===== config.mk =====
export PLATFORM = sky130hd
export DESIGN_NAME = data_cache_flat
export DESIGN_NICKNAME = d
export VERILOG_FILES = /design/src/rtl/data_cache_if.sv /design/src/rtl/data_cache.sv /design/src/flat_wrapper.sv
export SDC_FILE = /design/constraint.sdc
export NUM_CORES = 1
export LEC_CHECK = 0
export CORE_MARGIN = 2
export CORE_UTILIZATION = 35
export DETAILED_ROUTE_END_ITERATION = 12
export SLEW_MARGIN = 20
export SYNTH_ARGS = -nofsm -noshare
export SYNTH_HDL_FRONTEND = slang
export SYNTH_SLANG_ARGS = --single-unit

===== constraint.sdc =====
create_clock -name clk_i -period 12 [get_ports clk_i]
set_input_delay 1.2 -clock clk_i [delete_from_list [all_inputs] [get_ports clk_i]]
set_output_delay 1.2 -clock clk_i [all_outputs]
set_load 0.01 [all_outputs]

===== src/rtl/data_cache_if.sv =====
// Core/memory bus bundle for data_cache.
// slave  : cache view (core request in, load data/stall out; memory req out, rdata/ack in)
// master : environment view (core pipeline + backing memory)
interface data_cache_if #(
  parameter int DATA_WIDTH = 32,
  parameter int ADDR_WIDTH = 32
);
  logic                  rd_en_i;
  logic                  wr_en_i;
  logic [ADDR_WIDTH-1:0] addr_i;
  logic [DATA_WIDTH-1:0] data_i;
  logic [DATA_WIDTH-1:0] data_o;
  logic                  stall_o;
  logic                  mem_req_o;
  logic                  mem_we_o;
  logic [ADDR_WIDTH-1:0] mem_addr_o;
  logic [DATA_WIDTH-1:0] mem_wdata_o;
  logic [DATA_WIDTH-1:0] mem_rdata_i;
  logic                  mem_ack_i;

  modport slave (
    input  rd_en_i, wr_en_i, addr_i, data_i, mem_rdata_i, mem_ack_i,
    output data_o, stall_o, mem_req_o, mem_we_o, mem_addr_o, mem_wdata_o
  );

  modport master (
    output rd_en_i, wr_en_i, addr_i, data_i, mem_rdata_i, mem_ack_i,
    input  data_o, stall_o, mem_req_o, mem_we_o, mem_addr_o, mem_wdata_o
  );
endinterface


===== src/rtl/data_cache.sv =====
// Direct-mapped, write-through, one-word-per-line data cache.
// Ports:
//   clk_i, rst_i : clock, asynchronous active-high reset
//   bus          : data_cache_if.slave -- core load/store request, load data,
//                  combinational stall, and req/ack backing-memory transaction
// Load hits return data combinationally with no stall; load misses and all
// stores stall while a memory transaction runs, then spend one RESP cycle
// unstalled so the pipeline advances exactly once.
module data_cache #(
  parameter int DATA_WIDTH = 32,
  parameter int ADDR_WIDTH = 32,
  parameter int SETS       = 8
) (
  input  logic        clk_i,
  input  logic        rst_i,
  data_cache_if.slave bus
);
  localparam int IDX   = $clog2(SETS);
  localparam int TAG_W = ADDR_WIDTH - IDX - 2;

  typedef enum logic [1:0] {IDLE, RD_WAIT, WR_WAIT, RESP} state_e;

  state_e                state_q, state_d;
  logic [SETS-1:0]       valid_q;
  logic [TAG_W-1:0]      tag_q  [SETS];
  logic [DATA_WIDTH-1:0] data_q [SETS];
  logic [DATA_WIDTH-1:0] fill_q;
  logic                  resp_rd_q;  // RESP follows a load (else a store)

  logic [IDX-1:0]   idx;
  logic [TAG_W-1:0] tag;
  logic             hit, fill_en, upd_en;
  logic             unused_lsb;

  assign idx        = bus.addr_i[IDX+1:2];
  assign tag        = bus.addr_i[ADDR_WIDTH-1:IDX+2];
  assign hit        = valid_q[idx] && (tag_q[idx] == tag);
  assign unused_lsb = ^bus.addr_i[1:0];
  // state_q is forced to IDLE while reset is high, so these never fire then
  assign fill_en    = (state_q == RD_WAIT) && bus.mem_ack_i;
  assign upd_en     = (state_q == WR_WAIT) && bus.mem_ack_i && hit;

  always_ff @(posedge clk_i or posedge rst_i) begin
    if (rst_i) begin
      state_q   <= IDLE;
      valid_q   <= '0;
      fill_q    <= '0;
      resp_rd_q <= 1'b0;
    end else begin
      state_q <= state_d;
      if (fill_en) begin
        valid_q[idx] <= 1'b1;
        fill_q       <= bus.mem_rdata_i;
        resp_rd_q    <= 1'b1;
      end
      if ((state_q == WR_WAIT) && bus.mem_ack_i) resp_rd_q <= 1'b0;
    end
  end

  // Tag/data storage needs no reset: valid_q gates every use
  always_ff @(posedge clk_i) begin
    if (fill_en) begin
      tag_q[idx]  <= tag;
      data_q[idx] <= bus.mem_rdata_i;
    end else if (upd_en) begin
      data_q[idx] <= bus.data_i;
    end
  end

  always_comb begin
    state_d         = state_q;
    bus.data_o      = '0;
    bus.stall_o     = 1'b0;
    bus.mem_req_o   = 1'b0;
    bus.mem_we_o    = 1'b0;
    bus.mem_addr_o  = '0;
    bus.mem_wdata_o = '0;
    // Outputs go quiet the instant reset rises, before any edge
    if (!rst_i) begin
      unique case (state_q)
        IDLE: begin
          if (bus.wr_en_i) begin          // store wins over simultaneous load
            bus.stall_o = 1'b1;
            state_d     = WR_WAIT;
          end else if (bus.rd_en_i) begin
            if (hit) begin
              bus.data_o = data_q[idx];
            end else begin
              bus.stall_o = 1'b1;
              state_d     = RD_WAIT;
            end
          end
        end
        RD_WAIT: begin
          bus.stall_o    = 1'b1;
          bus.mem_req_o  = 1'b1;
          bus.mem_addr_o = {bus.addr_i[ADDR_WIDTH-1:2], 2'b00};
          if (bus.mem_ack_i) state_d = RESP;
        end
        WR_WAIT: begin
          bus.stall_o     = 1'b1;
          bus.mem_req_o   = 1'b1;
          bus.mem_we_o    = 1'b1;
          bus.mem_addr_o  = {bus.addr_i[ADDR_WIDTH-1:2], 2'b00};
          bus.mem_wdata_o = bus.data_i;
          if (bus.mem_ack_i) state_d = RESP;
        end
        RESP: begin
          bus.data_o = resp_rd_q ? fill_q : '0;
          state_d    = IDLE;
        end
        default: state_d = IDLE;
      endcase
    end
  end
endmodule

===== src/flat_wrapper.sv =====
// flat-port wrapper written by rule: the top's interface ports become plain ports
module data_cache_flat 
#(
  parameter int DATA_WIDTH = 32,
  parameter int ADDR_WIDTH = 32,
  parameter int SETS       = 8
)
  (clk_i, rst_i, bus_rd_en_i, bus_wr_en_i, bus_addr_i, bus_data_i, bus_mem_rdata_i, bus_mem_ack_i, bus_data_o, bus_stall_o, bus_mem_req_o, bus_mem_we_o, bus_mem_addr_o, bus_mem_wdata_o);
  data_cache_if #(.DATA_WIDTH(DATA_WIDTH), .ADDR_WIDTH(ADDR_WIDTH)) bus_i ();
  input  logic clk_i;
  input  logic rst_i;
  input wire logic [$bits(bus_i.rd_en_i)-1:0] bus_rd_en_i;
  input wire logic [$bits(bus_i.wr_en_i)-1:0] bus_wr_en_i;
  input wire logic [$bits(bus_i.addr_i)-1:0] bus_addr_i;
  input wire logic [$bits(bus_i.data_i)-1:0] bus_data_i;
  input wire logic [$bits(bus_i.mem_rdata_i)-1:0] bus_mem_rdata_i;
  input wire logic [$bits(bus_i.mem_ack_i)-1:0] bus_mem_ack_i;
  output wire logic [$bits(bus_i.data_o)-1:0] bus_data_o;
  output wire logic [$bits(bus_i.stall_o)-1:0] bus_stall_o;
  output wire logic [$bits(bus_i.mem_req_o)-1:0] bus_mem_req_o;
  output wire logic [$bits(bus_i.mem_we_o)-1:0] bus_mem_we_o;
  output wire logic [$bits(bus_i.mem_addr_o)-1:0] bus_mem_addr_o;
  output wire logic [$bits(bus_i.mem_wdata_o)-1:0] bus_mem_wdata_o;
  assign bus_i.rd_en_i = bus_rd_en_i;
  assign bus_i.wr_en_i = bus_wr_en_i;
  assign bus_i.addr_i = bus_addr_i;
  assign bus_i.data_i = bus_data_i;
  assign bus_i.mem_rdata_i = bus_mem_rdata_i;
  assign bus_i.mem_ack_i = bus_mem_ack_i;
  assign bus_data_o = bus_i.data_o;
  assign bus_stall_o = bus_i.stall_o;
  assign bus_mem_req_o = bus_i.mem_req_o;
  assign bus_mem_we_o = bus_i.mem_we_o;
  assign bus_mem_addr_o = bus_i.mem_addr_o;
  assign bus_mem_wdata_o = bus_i.mem_wdata_o;
  data_cache #(.DATA_WIDTH(DATA_WIDTH), .ADDR_WIDTH(ADDR_WIDTH), .SETS(SETS)) u_core (.clk_i(clk_i), .rst_i(rst_i), .bus(bus_i));
endmodule

==> Word-level counts from Yosys, hierarchy flattened <==
Memories as Yosys holds them, arrays and structs flattened.
Index checks and enable logic that the tools add are counted.
W data, S select, Z words.
{ "word_totals": {"inputBits": 101, "out_inout_bits": 99, "latchBits": 0, "romBits": 0, "ff_bits": 43, "n_memories": 2, "elab_cells": 63, "ram_bits": 472} }
{ "op_classes": {"mul": 0, "n_eq_ne": 7, "n_lt_le_gt_ge": 2, "bitwise": 3, "shifts": 0, "reduce_logical": 9, "n_mux": 36, "n_addsub": 0, "div": 0} }
{ "memory_table": {"columns": ["name", "depth", "width", "read_ports", "rd_clocked_by_memory_dff", "wr", "line", "source"], "rows": [
  ["u_core.data_q", 8, 32, 1, 0, 1, "data_cache.sv:26", "logic [DATA_WIDTH-1:0] data_q [SETS];"],
  ["u_core.tag_q", 8, 27, 1, 0, 1, "data_cache.sv:25", "logic [TAG_W-1:0] tag_q [SETS];"]
]} }
{ "op_table": {"columns": ["op", "n"], "rows": [
  ["$mux W32", 10],
  ["$pmux W32 S2", 1],
  ["$eq A27 B27 Y1", 1],
  ["$mux W1", 17],
  ["$mux W2", 4],
  ["$or A8 B8 Y8", 1],
  ["$ne A3 B3 Y1 const B", 2],
  ["$pmux W2 S3", 1],
  ["$logic_and A1 B1 Y1", 5],
  ["$eq A2 B2 Y1 const B", 2],
  ["$lt A3 B4 Y1 const B", 1],
  ["$reduce_and A4 Y1", 1],
  ["$bmux W1 S3", 1],
  ["$demux W1 S3", 1],
  ["$ge A3 B1 Y1 const B", 1],
  ["$eq A2 B1 Y1 const B", 1],
  ["$logic_not A2 Y1", 1],
  ["$ne A2 B1 Y1 const B", 1],
  ["$pmux W1 S2", 1],
  ["$reduce_bool A2 Y1", 1],
  ["$reduce_or A2 Y1", 1],
  ["$not A1 Y1", 1],
  ["$or A1 B1 Y1", 1]
]} }

==> Depth between registers and ports, before layout <==
{ "logic_depth": {"depth_word": 8, "ltp_mapped": 12} }

==> Worst setup path after synthesis <==
OpenSTA, ideal clock, no wires.
{ "synth_timing": {"kind": "input to register", "from": "in bus_addr_i[4]", "to": "mem u_core.data_q[0][0] (enable)", "cell_stages": 11, "t_arrival_ns": 6.022, "t_required_ns": 11.499, "path_slack_ns": 5.477, "n_path_buf": 3, "path_cell_list": "buf_4 -> buf_6 -> buf_6 -> mux4_2 -> mux2i_1 -> xor2_1 -> nand3_1 -> nor4_1 -> and4_1 -> a21oi_1 -> nor4_1"} }
{ "synth_between": {"elab_chain_cells": 8, "elab_cells_between_ends": 10} }
{ "synth_lines": {"columns": ["item", "line", "source"], "rows": [
  ["start, declared", "flat_wrapper.sv:14", "input wire logic [$bits(bus_i.addr_i)-1:0] bus_addr_i;"],
  ["$mem_v2 Z8 W27 or $bmux W1 S3 (tied branches)", null, null],
  ["$eq A27 B27 Y1 or $mux W1 (tied branches)", "data_cache.sv:37", "assign hit = valid_q[idx] && (tag_q[idx] == tag);"],
  ["$logic_and A1 B1 Y1", "data_cache.sv:37", null],
  ["$logic_and A1 B1 Y1", "data_cache.sv:41", "assign upd_en = (state_q == WR_WAIT) && bus.mem_ack_i && hit;"],
  ["$mux W1", "data_cache.sv:65", "end else if (upd_en) begin"],
  ["$mux W1", "data_cache.sv:62", "if (fill_en) begin"],
  ["$mux W1 (not written as such)", "data_cache.sv:66", "data_q[idx] <= bus.data_i;"],
  ["$or A1 B1 Y1 (no source line)", null, null],
  ["end, declared", "data_cache.sv:26", null]
]} }
Several ways; a longest one is shown, not always the timed one. The select of a mux whose other input is x is not followed.

==> Final worst setup path <==
{ "layout_timing": {"from": "in bus_addr_i[2]", "to": "out bus_data_o[0]"} }
{ "layout_between": {"elab_chain_cells": 8, "elab_cells_between_ends": 11} }
{ "layout_lines": {"columns": ["item", "line", "source"], "rows": [
  ["$mem_v2 Z8 W27 or $bmux W1 S3 (tied branches)", null, null],
  ["$eq A27 B27 Y1 or $mux W1 (tied branches)", "data_cache.sv:37", null],
  ["$logic_and A1 B1 Y1", "data_cache.sv:37", null],
  ["$mux W32 *", "data_cache.sv:86", "if (hit) begin"],
  ["$mux W32 *", "data_cache.sv:85", "end else if (bus.rd_en_i) begin"],
  ["$mux W32 *", "data_cache.sv:82", "if (bus.wr_en_i) begin"],
  ["$pmux W32 S2 *", "data_cache.sv:80", "unique case (state_q)"],
  ["$mux W32 *", "data_cache.sv:79", "if (!rst_i) begin"],
  ["end, declared", "flat_wrapper.sv:18", "output wire logic [$bits(bus_i.data_o)-1:0] bus_data_o;"]
]} }
Every way passes the cells marked *; elsewhere a longest branch is shown, timed or not. The select of a mux whose other input is x is not followed.

==> out/summary.txt <==
status: finished clean
met3 Use GR: 0.0335
global-route wire length before repair: 78900 µm
top cell type's share of synthesized area: 0.661
Clock H-tree levels: 2
Synth area leaders: edfxtp_1 (66%), mux2_2 (6.9%), dfrtp_1 (5.0%)
routed wire length: 53000 µm
P_leak: 0.00869 µW
post-synthesis register bit count: 515
GRT busiest layer: met2
GRT met1 Usage: 0.225
HP Class: reg -> reg
Ports: 200
Clock Latency Late Sink: 610 ps
register area share after synthesis: 0.711
Crit. End Element: output pin
Max Cap Viol: 0
Worst IR Drop VDD: 0.0000977 V
Max-slew headroom: 0.329
Initial Util: 0.355
PwrDens: 168 nW/µm²
Final Cycle Share: 0.667
hold path cells: 1
all-layer global routing usage: 0.166
Post-layout nets: 1628
setup violators final: 0
Reg clk slew, reported paths: 60 ps
# clock sinks: 515
Setup WS pre-CTS: 3990 ps
hpwl dp: 30300 µm
slowest CP cell: or4_4
largest net degree at the start of global routing: 135
clock tree buffer depth: 3
total congestion overflow: 0
unrepaired setup endpoints after global routing: false
critical path class: in -> out
Rows: 90
cell area after layout: 26000 µm²
Clock Skews: 36.8 ps
Post-synth top flop: edfxtp_1
Slew @ Worst Pin: 1010 ps
Period minus WS final: 8010 ps
Root Buffer: clkbuf_16
die width: 251 µm
share of layout cells above drive strength 1: 0.206
Setup crit start kind: primary input
vias in the first global route: 12.6k
CP max stage delay: 780 ps
ys async rst share: 0.0835
Final Hold Viols: 0
setup TNS: 0 ps
critical-path cell list: buf_4 > buf_4 > nand2_2 > o32ai_1 > or4_1 > nand4b_1 > nor4_1 > nand4_1 > or4_4 > o21ai_0 > clkdlybuf4s50_1
worst reg2reg path depth: 9
iteration count of the initial detailed-routing pass: 4
antenna violations before repair: 2
DR iter-0 viols: 794
Final GP Congestion: 0.751
number of flops mapped to enable cells by yosys: 472
Setup Fix Bufs, Post-CTS: 0
Hold-fix buffers, CTS: 0
post-CTS sizing: 0
mapped cell area: 21400 µm²
Synth Instances: 1324
Routed wire per std cell: 22.6 µm
vias per inst: 5.29
CP most frequent cell: buf_4
Netlist cell types: 55
DRC errors left: 0
Worst Path Buf+Inv: 3
FMAX: 0.125 GHz
Max Transition Viols Final: 0
CTS tree: done
Avg Inst Size Synth: 16.2 µm²
CP max FO: 60
GR Util met2: 0.272
area leader, netlist: edfxtp_1
Placed Area: 24300 µm²
number of warnings issued by yosys: 0
total power: 4370 µW
CTS Buf Count: 52
final setup margin: 3990 ps
WP depth: 11
PortBufs: 195
area grow syn2layout: 21.3%
Die H: 251 µm
family with the most delay on the worst path: simple AND/OR/NAND/NOR gates
fillcell total: 5368
critical path required time: 10800 ps
post-route ant nets: 0
routed vias: 12.4k
Core Region: 60500 µm²
crit path DAT: 6810 ps
die area: 63200 µm²
-- flip-flops by register name, summed over array words and instances (netlist names) --
| name | cells |
|---|---|
| u_core.tag_q | 216 |
| u_core.fill_q | 32 |
| u_core.state_q | 2 |
| u_core.valid_q | 8 |
| u_core.resp_rd_q | 1 |
| u_core.data_q | 256 |
-- power by group --
group / internal, µW / total, µW / switching, µW / leakage [µW]
Combinational: 306 / 633 / 327 / 0.00308
Sequential: 2070 / 2120 / 48.7 / 0.00476
Clock: 934 / 1610 / 676 / 0.000848
Total: 3310 / 4370 / 1050 / 0.00869
-- cell families (layout without fill, tap and decap cells) --
group                      count (synthesis)  after routing  share of synthesized area
buffers and inverters                     87            327                     0.0207
and+or+nand+nor                          239            239                     0.0581
DFF                                      515            515                      0.711
xor gates and xnor gates                   7              7                    0.00286
AOI/OAI and AO/OA                        228            228                     0.0702
adders and majority gates                  5              5                    0.00292
muxes                                    242            242                      0.134
other                                      1              3                   0.000175
-- metrics by stage --
stage	hold WS, ps	cells	utilization
2_1_floorplan	433	1325	-
3_3_place_gp	444	2250	0.401
3_5_place_dp	451	2250	0.401
4_1_cts	467	2347	0.430
5_1_grt	484	2347	0.430
6_report	462	2348	0.430
-- metal layers --
| layer | routed length (µm) | vias to the layer above |
|---|---|---|
| met4 | 1200 | 0 |
| met5 | 0 | - |
| met3 | 3320 | 76 |
| met2 | 25000 | 398 |
| met1 | 23500 | 6353 |
| li1 | - | 5587 |
-- cells in the mapped netlist, types with 9 or more instances --
| cell type | instances |
|---|---|
| buf_4 | 12 |
| buf_1 | 9 |
| o21ai_0 | 53 |
| o21ai_1 | 12 |
| dfrtp_1 | 43 |
| clkbuf_1 | 41 |
| buf_2 | 10 |
| and2_1 | 64 |
| nand2_1 | 92 |
| mux4_2 | 22 |
| o21ai_2 | 18 |
| nor2_1 | 12 |
| and3_1 | 14 |
| a21oi_1 | 19 |
| o22a_1 | 11 |
| edfxtp_1 | 472 |
| mux2i_1 | 86 |
| mux2_2 | 132 |
| o22ai_1 | 51 |
| or2_2 | 11 |
| a22oi_1 | 27 |
| o221ai_1 | 18 |
-- layout by cell type, fill, tap and decap left out, types with 11 or more instances in the layout --
master           count
or2_2               11
a22oi_1             27
and2_1              63
o21ai_1             12
clkbuf_1            11
mux2_2             132
o21ai_0             53
and3_1              14
mux2i_1             86
o21ai_2             18
o22ai_1             51
clkdlybuf4s50_1    192
o221ai_1            18
buf_4               29
clkinv_2            14
clkbuf_16           54
o22a_1              11
dfrtp_1             43
nand2_1             91
mux4_2              22
edfxtp_1           472
a21oi_1             19
-- layout make-up --
cell class / count / area [µm²] / area share
sequential: 515 / 15200 / 0.586
multi-input combinational: 723 / 5850 / 0.225
timing repair buffer: 223 / 2170 / 0.0836
clock buffer: 68 / 1430 / 0.0551
tap: 782 / 978 / 0.0376
clock inverter: 29 / 290 / 0.0112
inverter: 7 / 26.3 / 0.00101
antenna: 1 / 2.50 / 0.0000962
-- path summary, 6_finish.rpt --
path	from	endpoint	slack (ps)
hold / removal	u_core.valid_q[4]	u_core.valid_q[4]	460
max in group asynchronous	rst_i	u_core.fill_q[18]	10070
hold reg to reg	u_core.valid_q[4]	u_core.valid_q[4]	460
min in group asynchronous	rst_i	u_core.resp_rd_q	1120
setup / recovery	bus_addr_i[2]	bus_data_o[0]	3990
setup reg to reg	u_core.tag_q[5][23]	u_core.data_q[3][5]	8470
Power figures use the tool's default switching activity.
